File: src/rtl/mac_pkg.sv
// Shared definitions for the signed multiply-accumulate datapaths.
// Holds the default MAC geometry and the saturating-add helper that the
// MAC and other accumulators use to clip a sum to a signed output width.
package mac_pkg;

  localparam int DEF_WIDTH     = 10;
  localparam int DEF_OUT_WIDTH = 20;
  localparam int DEF_STAGES    = 5;

  // Operands are handed to sat_add sign-extended to this width, so any
  // accumulator narrower than MAC_MAX_W can share the one helper.
  localparam int MAC_MAX_W = 64;

  typedef struct packed {
    logic [MAC_MAX_W-1:0] sum;  // clipped sum, sign-extended to MAC_MAX_W
    logic                 ovf;  // exact sum fell outside the ow-bit range
  } sat_res_t;

  // Adds two sign-extended values exactly, then clips the result to the
  // signed range of an ow-bit word.
  function automatic sat_res_t sat_add(input logic [MAC_MAX_W-1:0] x,
                                       input logic [MAC_MAX_W-1:0] y,
                                       input int unsigned          ow);
    logic signed [MAC_MAX_W:0] s;
    logic signed [MAC_MAX_W:0] hi;
    logic signed [MAC_MAX_W:0] lo;
    sat_res_t                  res;
    // One guard bit keeps the sum exact for any inputs.
    s  = {x[MAC_MAX_W-1], x} + {y[MAC_MAX_W-1], y};
    hi = (65'sd1 <<< (ow - 1)) - 65'sd1;
    lo = -(65'sd1 <<< (ow - 1));
    res.ovf = (s > hi) || (s < lo);
    if (s > hi) begin
      res.sum = hi[MAC_MAX_W-1:0];
    end else if (s < lo) begin
      res.sum = lo[MAC_MAX_W-1:0];
    end else begin
      res.sum = s[MAC_MAX_W-1:0];
    end
    return res;
  endfunction

endpackage

File: src/rtl/mac_mult_pipe.sv
// Purpose: STAGES-deep signed WIDTH x WIDTH multiplier with a 2-bit sideband.
// Latency: STAGES cycles for product and sideband alike.
// Backpressure: none; advances every cycle.
// Ports: clk/reset (async, active-high); a, b operands; side_in {valid,clear};
//        p product (2*WIDTH, signed); side_out sideband aligned with p.
module mac_mult_pipe #(
  parameter int WIDTH  = 10,
  parameter int STAGES = 5
) (
  input  logic                      clk,
  input  logic                      reset,
  input  logic signed [WIDTH-1:0]   a,
  input  logic signed [WIDTH-1:0]   b,
  input  logic [1:0]                side_in,
  output logic signed [2*WIDTH-1:0] p,
  output logic [1:0]                side_out
);

  logic signed [2*WIDTH-1:0] prod_c;
  logic signed [2*WIDTH-1:0] p_q  [STAGES];
  logic [1:0]                sb_q [STAGES];

  assign prod_c = a * b;

  // The product is formed up front and then carried through the remaining
  // registers, leaving retiming free to spread the multiplier across them.
  always_ff @(posedge clk or posedge reset) begin
    if (reset) begin
      for (int i = 0; i < STAGES; i++) begin
        p_q[i]  <= '0;
        sb_q[i] <= '0;
      end
    end else begin
      p_q[0]  <= prod_c;
      sb_q[0] <= side_in;
      for (int i = 1; i < STAGES; i++) begin
        p_q[i]  <= p_q[i-1];
        sb_q[i] <= sb_q[i-1];
      end
    end
  end

  assign p        = p_q[STAGES-1];
  assign side_out = sb_q[STAGES-1];

endmodule

File: src/rtl/mac_pipe_sat.sv
// Purpose: pipelined signed MAC with in-band clear, saturate/wrap, sticky overflow.
// Latency: STAGES+1 cycles from the input register edge to f/valid_out.
// Backpressure: none; one sample per cycle in, one valid_out per sample out.
// Ports: clk/reset (async, active-high); valid_in qualifies a, b, clear_in;
//        f accumulator; valid_out one pulse per sample; overflow sticky flag.
module mac_pipe_sat
  import mac_pkg::*;
#(
  parameter int WIDTH     = DEF_WIDTH,
  parameter int OUT_WIDTH = DEF_OUT_WIDTH,
  parameter int STAGES    = DEF_STAGES,
  parameter int SATURATE  = 1
) (
  input  logic                        clk,
  input  logic                        reset,
  input  logic                        valid_in,
  input  logic signed [WIDTH-1:0]     a,
  input  logic signed [WIDTH-1:0]     b,
  input  logic                        clear_in,
  output logic signed [OUT_WIDTH-1:0] f,
  output logic                        valid_out,
  output logic                        overflow
);

  if (OUT_WIDTH < 2 * WIDTH) begin : g_bad_out_width
    $error("mac_pipe_sat: OUT_WIDTH must be at least 2*WIDTH");
  end
  if (OUT_WIDTH >= MAC_MAX_W) begin : g_bad_out_max
    $error("mac_pipe_sat: OUT_WIDTH must be below MAC_MAX_W");
  end
  if (STAGES < 1 || STAGES > 8) begin : g_bad_stages
    $error("mac_pipe_sat: STAGES must be in 1..8");
  end

  // Input registers: operands hold while idle; clear only counts with valid.
  logic signed [WIDTH-1:0] a_q, b_q;
  logic                    vld_q, clr_q;

  always_ff @(posedge clk or posedge reset) begin
    if (reset) begin
      a_q   <= '0;
      b_q   <= '0;
      vld_q <= 1'b0;
      clr_q <= 1'b0;
    end else begin
      vld_q <= valid_in;
      clr_q <= valid_in & clear_in;
      if (valid_in) begin
        a_q <= a;
        b_q <= b;
      end
    end
  end

  logic signed [2*WIDTH-1:0] prod;
  logic [1:0]                side_m;
  logic                      m_vld, m_clr;

  mac_mult_pipe #(
    .WIDTH (WIDTH),
    .STAGES(STAGES)
  ) u_mult (
    .clk     (clk),
    .reset   (reset),
    .a       (a_q),
    .b       (b_q),
    .side_in ({vld_q, clr_q}),
    .p       (prod),
    .side_out(side_m)
  );

  assign m_vld = side_m[1];
  assign m_clr = side_m[0];

  // Accumulate stage. Both addends are sign-extended to the helper width so
  // the exact sum is available: its low bits give the wrapped result and
  // sat_add gives the clipped result plus the out-of-range flag.
  logic [MAC_MAX_W-1:0]  acc_ext, prod_ext, raw_sum;
  sat_res_t              sat_r;
  logic [OUT_WIDTH-1:0]  next_f;
  logic                  unused_hi_bits;

  assign acc_ext  = m_clr ? '0 : {{(MAC_MAX_W-OUT_WIDTH){f[OUT_WIDTH-1]}}, f};
  assign prod_ext = {{(MAC_MAX_W-2*WIDTH){prod[2*WIDTH-1]}}, prod};
  assign raw_sum  = acc_ext + prod_ext;
  assign sat_r    = sat_add(acc_ext, prod_ext, OUT_WIDTH);
  assign next_f   = (SATURATE != 0) ? sat_r.sum[OUT_WIDTH-1:0]
                                    : raw_sum[OUT_WIDTH-1:0];
  assign unused_hi_bits = ^{sat_r.sum[MAC_MAX_W-1:OUT_WIDTH],
                            raw_sum[MAC_MAX_W-1:OUT_WIDTH]};

  always_ff @(posedge clk or posedge reset) begin
    if (reset) begin
      f         <= '0;
      valid_out <= 1'b0;
      overflow  <= 1'b0;
    end else begin
      valid_out <= m_vld;
      if (m_vld) begin
        f <= next_f;
        // A clear sample restarts the sticky flag from its own result.
        overflow <= m_clr ? sat_r.ovf : (overflow | sat_r.ovf);
      end
    end
  end

endmodule

File: config.mk
export PLATFORM = sky130hd
export DESIGN_NAME = mac_pipe_sat
export DESIGN_NICKNAME = d
export VERILOG_FILES = /design/src/rtl/mac_pkg.sv /design/src/rtl/mac_mult_pipe.sv /design/src/rtl/mac_pipe_sat.sv
export SDC_FILE = /design/constraint.sdc
export NUM_CORES = 1
export LEC_CHECK = 0
export CAP_MARGIN = 20
export CORE_MARGIN = 8
export CORE_UTILIZATION = 60
export CTS_CLUSTER_DIAMETER = 80
export DETAILED_ROUTE_END_ITERATION = 6
export MAX_ROUTING_LAYER = met4
export PLACE_DENSITY = 0.76
export SYNTH_ARGS = -nofsm -noshare
export SYNTH_HDL_FRONTEND = slang
export SYNTH_HIERARCHICAL = 1
export SYNTH_SLANG_ARGS = --single-unit
File: constraint.sdc
create_clock -name clk -period 11 [get_ports clk]
set_input_delay 2.2 -clock clk [delete_from_list [all_inputs] [get_ports clk]]
set_output_delay 2.2 -clock clk [all_outputs]
set_load 0.05 [all_outputs]
==> impl_summary.log <==
INFO  metric fin_worst_hold_slack = between 300 and 400 ps
INFO  metric cp.required = 11320 ps
INFO  metric pin_count_of_the_biggest_net_entering_global_routing = 78
INFO  metric dp_hpwl = 15200 µm
INFO  metric detailedRoute.firstPassIterationCount = 5
INFO  metric setup.worst_path.end_class = register
INFO  metric holdBufCountCts = 0
INFO  metric track_usage = 20.2%
INFO  metric slew_headroom = between 30% and 40%
INFO  metric final_common_cell = dfrtp_1
INFO  metric fin_crit_sh = between 50% and 60%
INFO  metric sequential_area = a little under 4000 µm²
INFO  metric io_pins = between 40 and 50
INFO  metric postSynth.topFlopCell = dfrtp_1
INFO  metric overflow = 0
INFO  metric total_die_area = around 22000 µm²
INFO  metric antenna_violations_before_repair = 0
INFO  metric timing.clock.skew = about 13 ps
INFO  metric hold_path.class = register to register
INFO  metric synth.avg_cell_area = about 11 µm²
INFO  metric count_of_inserted_antenna_diode_cells = 0
INFO  metric cts_buffers = 17
INFO  metric place_ws = about 5300 ps
INFO  metric yosysWarnings = 6
INFO  metric post_synth_inst_count = around 990
INFO  metric syn_area = about 11000 µm²
INFO  metric final_estimated_routing_congestion_in_global_placement = 0.916
INFO  metric fill_cells = about 1300
INFO  metric final_cell_area = 11800 µm²
INFO  metric die_h = 150 µm
INFO  metric final_cell_mix = dfrtp_1 (154), inv_1 (146), fa_1 (110)
INFO  metric worstReg2RegStart = u_mult/side_out[0]$_DFF_PP0_
INFO  metric rsz_0062_raised_after_global_routing = no
INFO  metric syn2layout_area_growth = 10.1%
INFO  metric final_period_demand_of_the_worst_path = between 5000 and 6000 ps
INFO  metric drive_gt1_share = roughly 8.7%
INFO  metric clock_sinks = 154
INFO  metric htree_levels = 4
INFO  metric number_of_enable_type_register_cells_in_the_synthesized_netlist = 0
INFO  metric ant_nets = 0
INFO  metric regToRegSetupSlack = around 5300 ps
INFO  metric regToRegEndpoint = f[12]$_DFFE_PP0P_
INFO  metric multi_input_area = 5970 µm²
INFO  metric port_buffers = 45
INFO  metric max_cap_viol_count = 0
INFO  metric hold-path-endpoint = u_mult/p_q[74]$_DFF_PP0_
INFO  metric post-route-drc-count = 0
INFO  metric worstPathMaxFanout = 21
INFO  metric floorplan.die.width = 150 µm
INFO  metric final_nets = between 1000 and 1500
INFO  metric ys_types = 76
INFO  metric avgViaCountPerCell = between 5 and 6
INFO  metric place_area = 11100 µm²
INFO  metric clk-insertion-delay-late = 420 ps
INFO  metric synth_seq_area_share = 36.0%
INFO  metric deepest_clock_path_buffer_count = 2
INFO  metric fmaxAchievable = roughly 170 MHz
INFO  metric cts_root_buf = clkbuf_16
INFO  metric final_critical_path_setup_slack = 5280 ps
INFO  metric fin_tns_setup = 0 ps
INFO  metric routedWlPerCell = 16.4 µm
INFO  metric cp.arrival = 6030 ps
INFO  metric placeableCoreArea = between 15000 and 20000 µm²
INFO  metric detail_route.iter0.violations = 300
INFO  metric tritoncts = built
INFO  metric clkTransAtPathRegs = around 60 ps
INFO  metric worst-r2r-cell-count = 16
INFO  metric vias = ~6800
INFO  metric startpoint_type = register
INFO  metric ys_async_sr_fraction = between 90% and 100%
INFO  metric synth.net_count = 1194
INFO  metric slew_viol_final = 0
INFO  metric cts_resized = 0
INFO  metric cts.repair_timing.setup_buffer_count = 0
INFO  metric grt_pass1_wl = about 35000 µm
INFO  metric outcome = complete, no violations
INFO  metric report.final.hold_viol_count = 0
INFO  metric setup_viol_count_final = 0
INFO  metric timing.hold.worst.start = u_mult/p_q[94]$_DFF_PP0_
INFO  metric tightest_slew = slightly above 900 ps
INFO  metric wirelength = roughly 20000 µm
INFO  metric floorplan.initialDensity = about three fifths
INFO  metric row_count = 49
INFO  metric worstHoldPathCells = 0
INFO  metric synth_seq_cells = between 150 and 200
INFO  metric critPathKind = register to register
INFO  metric first_global_vias = slightly above 7000
[worst max path at each step]
| stage | startpoint | cells past startpoint | end |
|---|---|---|---|
| 2_1_floorplan | f[19]$_DFFE_PP0P_ | 16 | f[11]$_DFFE_PP0P_ |
| 3_3_place_gp | u_mult/side_out[0]$_DFF_PP0_ | 16 | f[17]$_DFFE_PP0P_ |
| 3_5_place_dp | u_mult/side_out[0]$_DFF_PP0_ | 16 | f[12]$_DFFE_PP0P_ |
| 4_1_cts | u_mult/side_out[0]$_DFF_PP0_ | 16 | f[12]$_DFFE_PP0P_ |
| 5_1_grt | u_mult/side_out[0]$_DFF_PP0_ | 16 | f[17]$_DFFE_PP0P_ |
| 6_report | u_mult/side_out[0]$_DFF_PP0_ | 16 | f[12]$_DFFE_PP0P_ |
[synth_stat cells, types with 4 or more instances]
cell type    n  area (µm²)
a211o_1      9        78.8
a211oi_1    11        82.6
a21o_1       9        67.6
a21oi_1     31         155
a31oi_1     17         106
and2_1      37         231
buf_4       22         165
clkbuf_1    30         113
dfrtp_1    154        3850
fa_1       110        2200
ha_1        69         863
inv_1      148         556
mux2_2      21         236
nand2_1     89         334
nand2b_1     9        56.3
nand3_1      8        40.0
nand4_1      6        37.5
nor2_1      40         150
nor2b_1     22         138
o211ai_1     6        45.0
o21ai_0     11        55.1
o21ai_1     16        80.1
o311ai_1     4        35.0
xnor2_1     29         254
xor2_1       6        52.6
[through the flow]
stage,utilization (%),instances
floorplan,-,991
detailed placement,62.9,1211
CTS,66.4,1243
global route,66.5,1244
global placement,62.9,1211
finish,66.5,1244
[cell families (layout without fill, tap and decap cells)]
| family | Yosys count | after routing | synth area share, % |
|---|---|---|---|
| compound gates | 147 | 147 | 9.67 |
| flops | 154 | 154 | 36.0 |
| mux | 21 | 21 | 2.21 |
| buf+inv | 206 | 230 | 8.34 |
| simple gates | 249 | 249 | 12.3 |
| xor+xnor | 35 | 35 | 2.86 |
| fa+ha+maj | 179 | 179 | 28.6 |
[sequential cells by signal, summed over array words and instances, names as in the netlist, 2 cells and up]
signal	flops
f	20
b_q	10
a_q	10
u_mult/side_out	2
u_mult/sb_q	8
u_mult/p_q	80
u_mult/p	20
[layer usage]
layer | vias to the layer above | track usage (%) | routed length [µm]
li1 | 3211 | - | -
met3 | 24 | 3.60 | 699
met1 | 3398 | 23.8 | 8700
met4 | 0 | 7.07 | 323
met2 | 143 | 34.4 | 10600
met5 | - | - | 0
[critical path: stages (launching register included)]
cell	delay [ps]
dfrtp_1	830
nor2b_1	100
buf_4	240
ha_1	490
and2_2	270
and4_1	200
a22o_1	200
a21o_1	230
a211oi_1	390
inv_1	150
fa_1	510
and4b_1	230
nand4_4	120
or4_4	510
a211oi_4	630
nor2_2	160
o311ai_1	310
[cell type report]
cell class                 count  share of cell area [%]
clock buffer                  17                    3.61
clock inverter                15                    1.71
inverter                     148                    4.73
multi-input combinational    631                    50.6
sequential                   154                    32.7
tap                          229                    2.43
timing repair buffer          50                    4.24
Power is left out: the tool's default activity adds up to more than one toggle a clock period on the data nets, which glitch-free logic cannot reach.
